### src/rtl/logic_op_pkg.sv
// Shared types and the bitwise function table for logic_op_pipe.
// apply_op works at MAX_W bits; callers truncate to their own WIDTH.
package logic_op_pkg;

  localparam int MAX_W = 64;

  typedef enum logic [2:0] {
    OP_AND    = 3'd0,
    OP_OR     = 3'd1,
    OP_XOR    = 3'd2,
    OP_NAND   = 3'd3,
    OP_NOR    = 3'd4,
    OP_XNOR   = 3'd5,
    OP_PASS_A = 3'd6,
    OP_NOT_A  = 3'd7
  } op_e;

  typedef enum logic {
    IDLE = 1'b0,
    ACC  = 1'b1
  } state_e;

  function automatic logic [MAX_W-1:0] apply_op(input op_e op,
                                                input logic [MAX_W-1:0] a,
                                                input logic [MAX_W-1:0] b);
    logic [MAX_W-1:0] r;
    r = a & b;
    case (op)
      OP_AND:    r = a & b;
      OP_OR:     r = a | b;
      OP_XOR:    r = a ^ b;
      OP_NAND:   r = ~(a & b);
      OP_NOR:    r = ~(a | b);
      OP_XNOR:   r = ~(a ^ b);
      OP_PASS_A: r = a;
      OP_NOT_A:  r = ~a;
      default:   r = a & b;
    endcase
    return r;
  endfunction

endpackage

### src/rtl/logic_op_skid.sv
// 2-entry valid/ready FIFO. head_q always drives the output, so the
// presented payload only changes on a pop or when the FIFO was empty.
module logic_op_skid #(
  parameter int PW = 8
) (
  input  logic          clk,
  input  logic          rst_n,
  input  logic          push,
  input  logic [PW-1:0] push_data,
  output logic          out_valid,
  input  logic          out_ready,
  output logic [PW-1:0] out_data,
  output logic [1:0]    count
);

  logic [PW-1:0] head_q, head_d;
  logic [PW-1:0] tail_q, tail_d;
  logic [1:0]    cnt_q, cnt_d;
  logic          pop;
  logic          push_ok;

  assign out_valid = (cnt_q != 2'd0);
  assign out_data  = head_q;
  assign count     = cnt_q;
  assign pop       = out_valid && out_ready;
  assign push_ok   = push && ((cnt_q < 2'd2) || pop);

  always_comb begin
    head_d = head_q;
    tail_d = tail_q;
    cnt_d  = cnt_q;
    case ({push_ok, pop})
      2'b10: begin
        if (cnt_q == 2'd0) head_d = push_data;
        else               tail_d = push_data;
        cnt_d = cnt_q + 2'd1;
      end
      2'b01: begin
        head_d = tail_q;
        cnt_d  = cnt_q - 2'd1;
      end
      2'b11: begin
        // Occupancy is unchanged; the new entry lands behind whatever remains.
        if (cnt_q == 2'd1) begin
          head_d = push_data;
        end else begin
          head_d = tail_q;
          tail_d = push_data;
        end
      end
      default: ;
    endcase
  end

  always_ff @(posedge clk or negedge rst_n) begin
    if (!rst_n) begin
      head_q <= '0;
      tail_q <= '0;
      cnt_q  <= 2'd0;
    end else begin
      head_q <= head_d;
      tail_q <= tail_d;
      cnt_q  <= cnt_d;
    end
  end

endmodule

### src/rtl/logic_op_pipe.sv
// Registered bitwise logic unit with AND-accumulate bursts and a 2-entry
// output buffer. Define LOGIC_OP_PARITY_EN to add the out_par port.
module logic_op_pipe
  import logic_op_pkg::*;
#(
  parameter int WIDTH = 8
) (
  input  logic             clk,
  input  logic             rst_n,
  input  logic             in_valid,
  output logic             in_ready,
  input  logic [WIDTH-1:0] a,
  input  logic [WIDTH-1:0] b,
  input  logic [2:0]       op,
  input  logic             acc_mode,
  input  logic             in_last,
  output logic             out_valid,
  input  logic             out_ready,
  output logic [WIDTH-1:0] y,
  output logic             out_zero,
  output logic             out_ones
`ifdef LOGIC_OP_PARITY_EN
  ,
  output logic             out_par
`endif
);

  typedef struct packed {
    logic [WIDTH-1:0] y;
    logic             zero;
    logic             ones;
`ifdef LOGIC_OP_PARITY_EN
    logic             par;
`endif
  } ent_t;

  localparam int PW = $bits(ent_t);

  state_e           state_q, state_d;
  logic [WIDTH-1:0] acc_q, acc_d;
  logic             run_q, run_d;
  logic [WIDTH-1:0] r;
  logic [WIDTH-1:0] push_val;
  logic             push;
  logic             accept;
  ent_t             push_ent, out_ent;
  logic [PW-1:0]    out_raw;
  logic [1:0]       count;

  // run_q holds in_ready low through reset and goes high on the first edge after.
  assign run_d    = 1'b1;
  assign in_ready = run_q && (count < 2'd2);
  assign accept   = in_valid && in_ready;

  always_comb begin
    r = WIDTH'(apply_op(op_e'(op), MAX_W'(a), MAX_W'(b)));
  end

  always_comb begin
    state_d  = state_q;
    acc_d    = acc_q;
    push     = 1'b0;
    push_val = r;
    if (accept) begin
      case (state_q)
        IDLE: begin
          if (!acc_mode || in_last) begin
            push     = 1'b1;
            push_val = r;
          end else begin
            acc_d   = r;
            state_d = ACC;
          end
        end
        ACC: begin
          if (in_last) begin
            push     = 1'b1;
            push_val = acc_q & r;
            state_d  = IDLE;
          end else begin
            acc_d = acc_q & r;
          end
        end
        default: state_d = IDLE;
      endcase
    end
  end

  always_comb begin
    push_ent      = '0;
    push_ent.y    = push_val;
    push_ent.zero = (push_val == '0);
    push_ent.ones = &push_val;
`ifdef LOGIC_OP_PARITY_EN
    push_ent.par  = ^push_val;
`endif
  end

  always_ff @(posedge clk or negedge rst_n) begin
    if (!rst_n) begin
      state_q <= IDLE;
      acc_q   <= '0;
      run_q   <= 1'b0;
    end else begin
      state_q <= state_d;
      acc_q   <= acc_d;
      run_q   <= run_d;
    end
  end

  logic_op_skid #(.PW(PW)) u_skid (
    .clk       (clk),
    .rst_n     (rst_n),
    .push      (push),
    .push_data (push_ent),
    .out_valid (out_valid),
    .out_ready (out_ready),
    .out_data  (out_raw),
    .count     (count)
  );

  assign out_ent  = ent_t'(out_raw);
  assign y        = out_ent.y;
  assign out_zero = out_ent.zero;
  assign out_ones = out_ent.ones;
`ifdef LOGIC_OP_PARITY_EN
  assign out_par  = out_ent.par;
`endif

endmodule

### config.mk
export PLATFORM = sky130hd
export DESIGN_NAME = logic_op_pipe
export DESIGN_NICKNAME = d
export VERILOG_FILES = /design/src/rtl/logic_op_pkg.sv /design/src/rtl/logic_op_skid.sv /design/src/rtl/logic_op_pipe.sv
export SDC_FILE = /design/constraint.sdc
export NUM_CORES = 1
export LEC_CHECK = 0
export CAP_MARGIN = 15
export CORE_MARGIN = 2
export CORE_UTILIZATION = 48
export CTS_BUF_LIST = sky130_fd_sc_hd__clkbuf_8 sky130_fd_sc_hd__clkbuf_16
export DETAILED_ROUTE_END_ITERATION = 10
export GPL_TIMING_DRIVEN = 0
export PLACE_DENSITY_LB_ADDON = 0.08
export SKIP_CTS_REPAIR_TIMING = 1
export SYNTH_ARGS = -nofsm -noshare
export SYNTH_HDL_FRONTEND = slang
export SYNTH_HIERARCHICAL = 1
export SYNTH_SLANG_ARGS = --single-unit
### constraint.sdc
create_clock -name clk -period 3.2 [get_ports clk]
set_input_delay 0.48 -clock clk [delete_from_list [all_inputs] [get_ports clk]]
set_output_delay 0.48 -clock clk [all_outputs]
set_load 0.1 [all_outputs]
Word level (Yosys, flattened, before mapping):

Cells that the tools add are included.

* order comparisons: 1
* equal/unequal tests: 16
* reduce and logical (&&, ||, !) cells: 18
* add/subtract/negate cells: 2
* muxes and demuxes: 21
* bitwise gates (word level): 9

Operator list (number)
* 8-bit one-hot mux with 8 select lines: 1
* 10-bit two-way mux: 4
* 8-bit two-way mux: 4
* 8-bit inverter: 4
* 8-bit one-hot mux with 2 select lines: 2
* 10-bit one-hot mux with 3 select lines: 1
* 10-bit one-hot mux with 2 select lines: 1
* 8-bit AND: 2
* 3-bit == test, second input constant: 4
* 8-bit zero test: 1
* 2-bit inequality test, second input constant: 4
* 8-bit bitwise OR: 1
* 8-bit AND reduction: 1
* 8-bit XOR: 1
* 3-bit by 2-bit == test with 1-bit output, second input constant: 2
* 3-bit AND reduction: 2
* 2-bit nonzero test: 3
* 1-bit two-way mux: 5
* 2-bit by 1-bit == test with 1-bit output, second input constant: 2
* 2-bit == test, second input constant: 2
* 1-bit logical AND: 4
* 1-bit one-hot mux with 2 select lines: 2
* 2-bit one-hot mux with 2 select lines: 1
* 3-bit by 1-bit == test with 1-bit output, second input constant: 1
* 11 further kinds: 12

* output and inout port bits: 12
* logic and storage cells: 73
* input bits: 25
* register bits: 32

Logic depth before layout (Yosys ltp):

Gate-level depths: netlist of run 1.

* word-level depth: 10
* gate-level depth with buffers: 11
* gate-level depth less buffers: 10

Hierarchy:

The synthesis of run 1 kept the hierarchy.

By module, submodules not included
* logic_op_pipe: area an instance 1392.6 sq um, instances 1, sequential area each 250.2 sq um, cells an instance 177
* logic_op_skid: area an instance 1149.9 sq um, instances 1, sequential area each 550.5 sq um, cells an instance 105

Worst setup path before layout of run 1:

OpenSTA, ideal clock, no wires.

* kind: register to register
* from: register u_skid.cnt_q[1] (netlist: u_skid/count[1])
* to: register u_skid.head_q[1] (netlist: u_skid/out_data[1])
* slack: -505 ps
* data arrival time: 3623 ps
* required time: 3118 ps
* stages on the path, launching flop included: 9
* library setup time: 82 ps
* path buffers: 0
* period minus slack after synthesis: 3705 ps
* path through: dfrtp_1 nor2b_1 nand4_1 nor2_1 nor2_2 or4_4 nor4_2 o21ai_0 a31oi_1

RTL lines
* start, declared: RTL line logic_op_skid.sv:18 `logic [1:0] cnt_q, cnt_d;`
* start signal, assigned: RTL line logic_op_skid.sv:63 `cnt_q <= cnt_d;`
* end signal, assigned: RTL line logic_op_skid.sv:57 `head_q <= '0;`
* end signal, assigned: RTL line logic_op_skid.sv:61 `head_q <= head_d;`
* end, declared: RTL line logic_op_skid.sv:16 `logic [PW-1:0] head_q, head_d;`

==> summary.txt, run 1 <==
initial cell density of the core -> 49.8%
Syn Inst Count -> 282
syn avg cell area -> 9.02 um2
Via Count -> 2,209
Total Routing Usage GR -> 20.9%
Top FF cell, synth -> dfrtp_1
row count -> 26
CTS Buf Count -> 5
Syn Nets -> 329
fmax -> 344 MHz
crit path capture type -> flop
post-synth cell types -> 54
Startpoint Class -> input port
Hold Crit Class -> in2async
global-route wire length before repair -> 10,100 um
Switch Pwr -> 1180 uW
Bufs and invs on worst path -> 2
commonest cells after routing, fill and taps aside -> clkdlybuf4s50_1, dfrtp_1, nor2_1
critical path's slowest cell -> or4_4
die area -> 5900 um2
Die Height -> 76.8 um
CP max FO -> 4
diode count -> 0
Worst-Margin Slew -> 0.968 ns
Seq cells post-synth -> 32
Largest delay share family, worst path -> simple AND/OR/NAND/NOR gates
Worst-path clk slew -> 0.07 ns
Seq pwr share -> 29.7%
core outline area -> 5110 um2
Pleak -> 0.00134 uW
Arrival @ worst endpoint -> 3.12 ns
drt wl/cell -> 14.2 um
TritonCTS clock tree -> yes
Total Wirelength -> 5610 um
gr ovfl total -> 0
# setup viols final -> 0
RSZ-0062 raised after global routing -> false
Placed Cells -> 387
Final Hold Viols -> 0
Final Slew Violations -> 0
Clock Skew -> 0.00648 ns
crit path time final -> 2.90 ns
share of total power in the clock network -> 12.3%
CTS Buffer Depth -> 2
drt pass-1 iters -> 4
Comb pwr share -> 58.1%
Die Width -> 76.8 um
CTS H-tree lvls -> 2
number of max-cap violations -> 0
status -> complete, no violations
worst path cell trace -> clkdlybuf4s50_1 -> inv_1 -> ha_1 -> nor2_1 -> o32ai_1 -> o32ai_2 -> nor2_1 -> or4_4 -> nor4_2 -> o21ai_0 -> a31oi_1
worst setup path class -> in2reg
Antenna Violating Nets Remaining -> 0
most common cell after layout, fill and taps aside -> clkdlybuf4s50_1
Pint -> 1170 uW
post-synthesis async set-or-reset flop share -> 100%
DR iter-0 viols -> 161
HPWL after DPL -> 4170 um
nets@finish -> 371
Post-synth EDFFs -> 0
fin cells -> 394
synth warn -> 6
VDD IR max -> 0.566 mV
Max stage delay on crit path -> 0.53 ns
Synth-to-Final Area Change -> 20.4%
worst skew pair latency -> 0.29 ns
Tcrit/Tclk final -> 90.7%
maximum number of pins on one net before global-route repair -> 33
Layout fillers -> 475
initial antenna violation count -> 0
Critical Path Most Common Cell -> nor2_1
layout cell share with drive strength beyond 1 -> 14.5%
I/O pin total -> 37
I/O Buffers -> 35
vias in the first global route -> 2,205
vias per inst -> 5.61
Critical Path RT -> 3.41 ns
Rel. slew slack -> 35.3%
switching share of total power -> 50.1%
GPL Wtd Cong -> 0.763
Pwr per Cell Area -> 768 nW/um2
register area share after synthesis -> 31.5%
DRC Markers -> 0
CTS root buf -> clkbuf_8
Hold WS -> 0.240 ns
Mapped Area -> 2540 um2
Clock Sinks -> 32
-- through the flow --
stage	utilization (%)	total power [uW]	worst slack (ns)	area [um2]	setup TNS, ns
after floorplan	-	1750	0.174	2540	0
after global placement	58.4	2060	-0.0101	2980	-0.0101
after detailed placement	58.3	2080	-0.0341	2980	-0.0341
after CTS	59.8	2370	0.264	3060	0
after global routing	59.9	2500	0.0458	3060	0
final	59.9	2350	0.297	3060	0
-- sequential cells by signal, indices dropped and copies added, names as in the netlist --
name,cells
u_skid/tail_q,10
u_skid/out_data,10
run_q,1
state_q,1
acc_q,8
u_skid/count,2
-- kinds of logic after synthesis --
| group | Yosys count | share of synthesized area, % |
|---|---|---|
| and+or+nand+nor | 97 | 21.8 |
| adders and majority gates | 22 | 10.8 |
| xor gates and xnor gates | 2 | 0.689 |
| AOI/OAI and AO/OA | 73 | 20.6 |
| DFF | 32 | 31.5 |
| other | 1 | 0.147 |
| muxes | 13 | 6.15 |
| buffers and inverters | 42 | 8.37 |
-- worst paths after layout --
kind	startpoint	endpoint	slack (ns)	depth (start not counted)
hold reg to reg	acc_q[3]	acc_q[3]	0.49	1
setup / recovery	a[1]	u_skid/out_data[1]	0.30	11
setup reg to reg	u_skid/count[1]	u_skid/tail_q[8]	0.58	10
min in group clk	acc_q[3]	acc_q[3]	0.49	1
hold / removal	rst_n	acc_q[2]	0.24	1
max in group asynchronous	rst_n	u_skid/count[1]	2.49	1
-- routing by layer --
| layer | track usage [%] | part of all wire [%] |
|---|---|---|
| met5 | 0 | 0 |
| met4 | 4.91 | 1.1 |
| met3 | 4.82 | 3.6 |
| met2 | 34.1 | 47 |
| met1 | 28.0 | 48 |
-- synthesized netlist by cell type, drive strengths merged (2+ instances only) --
cell type | count | share of area [%]
xnor2 | 2 | 0.69
nor2b | 12 | 3.2
nand2b | 5 | 1.5
mux2 | 11 | 4.9
nand4 | 5 | 1.2
inv | 24 | 3.5
buf | 15 | 4.4
nor4 | 2 | 0.74
o21ai | 16 | 3.6
and2 | 5 | 1.2
nand2 | 12 | 1.8
and2b | 2 | 0.59
a31oi | 14 | 3.4
a211o | 4 | 1.4
o211ai | 12 | 3.5
nor4bb | 3 | 1.2
clkbuf | 3 | 0.44
a211oi | 3 | 0.89
a21oi | 6 | 1.2
o32ai | 6 | 2.7
or2 | 2 | 0.49
dfrtp | 32 | 31
nor2 | 29 | 4.4
o31ai | 3 | 0.89
ha | 22 | 11
nor3 | 12 | 2.6
a41o | 2 | 0.79
nand4b | 4 | 1.4
-- power by group through the flow --
| stage | Clock (uW) | Sequential, uW | Combinational (uW) |
|---|---|---|---|
| 3_3_place_gp | 0 | 697 | 1360 |
| 3_5_place_dp | 0 | 707 | 1370 |
| 4_1_cts | 295 | 699 | 1370 |
| 5_1_grt | 314 | 724 | 1470 |
| 2_1_floorplan | 0 | 1160 | 589 |
| 6_report | 288 | 697 | 1360 |
-- cell type report --
type                    count  area, um2  share of cell area [%]
well taps                  70       87.6                    2.86
flip-flops and latches     32        801                    26.2
clock buffers               5       68.8                    2.25
plain buffers              18        123                    4.00
multi-input cells         208       1540                    50.2
repair buffers             35        345                    11.3
clock inverters             2       8.76                   0.286
inverters                  24       90.1                    2.94
Power figures use the tool's default switching activity.
==> run 2, diff against run 1 <==
--- a/config.mk
+++ b/config.mk
@@ -12,6 +12,7 @@
 export DETAILED_ROUTE_END_ITERATION = 10
 export GPL_TIMING_DRIVEN = 0
 export PLACE_DENSITY_LB_ADDON = 0.08
+export REMOVE_ABC_BUFFERS = 1
 export SKIP_CTS_REPAIR_TIMING = 1
 export SYNTH_ARGS = -nofsm -noshare
 export SYNTH_HDL_FRONTEND = slang
==> summary.txt, run 2 (same netlist as run 1, synthesis figures left out) <==
status -> complete, no violations
HPWL after DPL -> 3690 um
DR iter-0 viols -> 139
setup TNS -> 0 ns
Antenna Violating Nets Remaining -> 0
Worst-path clk slew -> 0.07 ns
CP max FO -> 28
fin cells -> 378
CTS root buf -> clkbuf_8
layout cell share with drive strength beyond 1 -> 10.7%
Rel. slew slack -> 34.7%
worst skew pair latency -> 0.28 ns
Die Width -> 76.8 um
CTS Buffer Depth -> 2
Pleak -> 0.00128 uW
RR Startpoint -> u_skid/count[1]
worst setup margin -> 0.343 ns
vias per inst -> 5.64
Arrival @ worst endpoint -> 3.06 ns
fmax -> 350 MHz
global-route wire length before repair -> 9340 um
crit path capture type -> flop
Synth-to-Final Area Change -> 16.0%
area of the multi-input gates -> 1530 um2
Critical Path RT -> 3.41 ns
initial antenna violation count -> 0
Clock Sinks -> 32
flop-to-flop setup slack -> 0.66 ns
Via Count -> 2,132
Reg2Reg Depth -> 9
worst setup path class -> in2reg
CP startpoint -> op[2]
nets@finish -> 354
number of max-cap violations -> 0
commonest cells after routing, fill and taps aside -> dfrtp_1, clkdlybuf4s50_1, nor2_1
Final Slew Violations -> 0
initial cell density of the core -> 49.8%
CTS Buf Count -> 5
RSZ-0062 raised after global routing -> false
row count -> 26
core outline area -> 5110 um2
DRC Markers -> 0
Worst-Margin Slew -> 0.976 ns
DP Worst Slack -> -0.516 ns
# setup viols final -> 0
GPL Wtd Cong -> 0.758
diode count -> 0
maximum number of pins on one net before global-route repair -> 36
die area -> 5900 um2
drt pass-1 iters -> 4
Clock Skew -> 0.00308 ns
Tcrit/Tclk final -> 89.3%
Pwr per Cell Area -> 793 nW/um2
TritonCTS clock tree -> yes
CP endpoint -> u_skid/out_data[0]
CTS H-tree lvls -> 2
Layout fillers -> 479
crit path time final -> 2.86 ns
VDD IR max -> 0.587 mV
Worst R2R End -> u_skid/tail_q[3]
I/O Buffers -> 36
I/O pin total -> 37
Final Hold Viols -> 0
Total Routing Usage GR -> 18.9%
Startpoint Class -> input port
vias in the first global route -> 2,043
drt wl/cell -> 13.8 um
Placed Cells -> 370
Total Wirelength -> 5200 um
Sequential cell area -> 801 um2
Hold Crit Class -> in2async
Die Height -> 76.8 um
gr ovfl total -> 0
-- run 2: changes by cell type in the layout (fill, tap and decap cells not counted), sizes merged --
cell,before,now
buf,16,1
clkinv,1,0
clkinvlp,0,1
clkdlybuf4s50,34,32
dlymetal6s2s,0,1
-- run 2: per-stage QoR --
| stage | power [uW] | instance area (um2) | util, % | hold slack, ns |
|---|---|---|---|---|
| final | 2340 | 2950 | 57.7 | 0.244 |
| after global routing | 2490 | 2950 | 57.7 | 0.310 |
| after CTS | 2360 | 2960 | 57.9 | 0.273 |
| after detailed placement | 2030 | 2860 | 56.1 | 0.479 |
| after global placement | 2020 | 2870 | 56.1 | 0.473 |
| after floorplan | 1700 | 2420 | - | 0.184 |
-- run 2: how the worst min path moves through the flow --
stage	to	slack, ns	cells past startpoint
floorplan	acc_q[0]	0.18	0
global placement	acc_q[3]	0.47	1
detailed placement	acc_q[6]	0.48	1
CTS	u_skid/out_data[2]	0.27	1
global route	u_skid/out_data[2]	0.31	1
finish	u_skid/out_data[2]	0.24	1
-- run 2: layout make-up --
| cell class | instances | area share [%] |
|---|---|---|
| Clock buffer | 6 | 2.80 |
| Clock inverter | 2 | 0.382 |
| Inverter | 24 | 3.05 |
| Multi-Input combinational cell | 208 | 51.8 |
| Sequential cell | 32 | 27.2 |
| Tap cell | 70 | 2.97 |
| Timing Repair Buffer | 36 | 11.8 |
-- run 2: report_power, final --
group	internal [uW]	total, uW	switching, uW
Clock	171	320	149
Combinational	406	1330	919
Sequential	593	695	102
-- run 2: worst max-delay path, stage by stage --
cell and delay [ns]:
dlymetal6s2s_1 0.64, nand2_1 0.36, o31ai_1 0.34, o32ai_2 0.15, nor2_1 0.25, nand4_1 0.17
nor4_1 0.33, o21ai_0 0.15, a31oi_1 0.18
-- run 2: layer usage --
layer	GRT usage, %	share of wire, %	vias up	routed length (um)
met4	4.73	0.87	0	45
met3	3.76	3.2	6	166
met1	27.3	50	1030	2610
met2	29.2	46	32	2370
met5	0	0	-	0
li1	-	-	1064	-
==> run 3, diff against run 2 <==
--- a/config.mk
+++ b/config.mk
@@ -14,6 +14,7 @@
 export PLACE_DENSITY_LB_ADDON = 0.08
 export REMOVE_ABC_BUFFERS = 1
 export SKIP_CTS_REPAIR_TIMING = 1
+export SLEW_MARGIN = 20
 export SYNTH_ARGS = -nofsm -noshare
 export SYNTH_HDL_FRONTEND = slang
 export SYNTH_HIERARCHICAL = 1
==> summary.txt, run 3 (same netlist as run 1, synthesis figures left out) <==
Clock Skew -> 0.00715 ns
CTS root buf -> clkbuf_8
area of the multi-input gates -> 1530 um2
status -> complete, no violations
Worst-path clk slew -> 0.07 ns
TritonCTS clock tree -> yes
Clock Sinks -> 32
row count -> 26
Antenna Violating Nets Remaining -> 0
die area -> 5900 um2
Synth-to-Final Area Change -> 16.8%
VDD IR max -> 0.596 mV
Arrival @ worst endpoint -> 3.05 ns
crit path time final -> 2.86 ns
HPWL after DPL -> 3770 um
CTS H-tree lvls -> 2
vias per inst -> 5.61
gr ovfl total -> 0
RSZ-0062 raised after global routing -> false
share of total power in the clock network -> 13.6%
Max stage delay on crit path -> 0.65 ns
Pleak -> 0.00129 uW
Final Slew Violations -> 0
Startpoint Class -> input port
Tcrit/Tclk final -> 89.3%
Comb pwr share -> 56.8%
worst path cell trace -> dlymetal6s2s_1 -> nand2_1 -> o31ai_1 -> o32ai_2 -> nor2_1 -> nand4_1 -> nor4_1 -> o21ai_0 -> a31oi_1
Worst-Margin Slew -> 0.968 ns
Pwr per Cell Area -> 789 nW/um2
fin cells -> 379
I/O Buffers -> 36
Largest delay share family, worst path -> simple AND/OR/NAND/NOR gates
Total Wirelength -> 5280 um
Total Routing Usage GR -> 19.1%
number of max-cap violations -> 0
vias in the first global route -> 2,035
drt pass-1 iters -> 4
Switch Pwr -> 1170 uW
nets@finish -> 355
CP max FO -> 28
Hold WS -> 0.0421 ns
critical path's slowest cell -> dlymetal6s2s_1
DRC Markers -> 0
Critical Path RT -> 3.40 ns
Pint -> 1170 uW
I/O pin total -> 37
Via Count -> 2,127
initial antenna violation count -> 0
# setup viols final -> 0
Layout fillers -> 483
initial cell density of the core -> 49.8%
global-route wire length before repair -> 9380 um
GPL Wtd Cong -> 0.758
DR iter-0 viols -> 145
Seq pwr share -> 29.6%
Die Width -> 76.8 um
crit path capture type -> flop
Sequential cell area -> 801 um2
Stages on worst setup path -> 9
Reg2Reg Depth -> 8
worst skew pair latency -> 0.28 ns
Rel. slew slack -> 35.2%
switching share of total power -> 50.0%
CTS Buffer Depth -> 2
Hold Crit Class -> in2async
commonest cells after routing, fill and taps aside -> dfrtp_1, clkdlybuf4s50_1, nor2_1
RR Startpoint -> u_skid/count[1]
flop-to-flop setup slack -> 0.66 ns
fmax -> 350 MHz
layout cell share with drive strength beyond 1 -> 11.0%
Placed Cells -> 371
worst setup path class -> in2reg
Final Hold Viols -> 0
Bufs and invs on worst path -> 1
core outline area -> 5110 um2
Worst R2R End -> u_skid/out_data[1]
diode count -> 0
maximum number of pins on one net before global-route repair -> 36
CP startpoint -> op[2]
drt wl/cell -> 13.9 um
setup TNS -> 0 ns
CTS Buf Count -> 5
Die Height -> 76.8 um
==> run 3: through the flow <==
step / util (%) / power [uW] / setup slack, ns / area, um2
2_1_floorplan: - / 1700 / -0.505 / 2420
3_3_place_gp: 56.1 / 2020 / -0.501 / 2870
3_5_place_dp: 56.4 / 2040 / -0.505 / 2880
4_1_cts: 58.3 / 2370 / -0.198 / 2980
5_1_grt: 58.1 / 2490 / 0.0390 / 2970
6_report: 58.1 / 2340 / 0.344 / 2970
==> run 3: how the worst max path moves through the flow <==
stage / slack (ns) / endpoint
after floorplan: -0.51 / u_skid/out_data[1]
after global placement: -0.50 / u_skid/out_data[1]
after detailed placement: -0.50 / u_skid/out_data[1]
after CTS: -0.20 / u_skid/out_data[1]
after global routing: 0.04 / u_skid/out_data[0]
final: 0.34 / u_skid/out_data[0]
==> run 3: layout make-up <==
class                   count  area share [%]
multi-input cells         208            51.5
clock buffers               6            2.78
clock inverters             2           0.379
inverters                  24            3.03
well taps                  70            2.95
flip-flops and latches     32            27.0
repair buffers             37            12.4
==> run 3: per-layer routing <==
| layer | track usage (%) | up-vias | wire, um |
|---|---|---|---|
| li1 | - | 1073 | - |
| met1 | 27.3 | 1020 | 2660 |
| met2 | 30.1 | 32 | 2460 |
| met3 | 3.18 | 2 | 139 |
| met4 | 4.73 | 0 | 14 |
| met5 | 0 | - | 0 |
==> run 3: worst reg2reg max path, stage by stage (launching register included) <==
cell,delay (ns)
dfrtp_1,0.41
nor2b_1,0.26
nand4_1,0.38
nor2_1,0.24
nor2_2,0.09
or4_4,0.55
nor4_2,0.25
o21ai_0,0.13
a31oi_1,0.17
==> run 3: power by group through the flow <==
stage / sequential, uW / combinational (uW) / clock, uW
floorplan: 1160 / 546 / 0
global placement: 696 / 1320 / 0
detailed placement: 703 / 1330 / 0
CTS: 694 / 1340 / 333
global route: 722 / 1420 / 346
finish: 695 / 1330 / 319
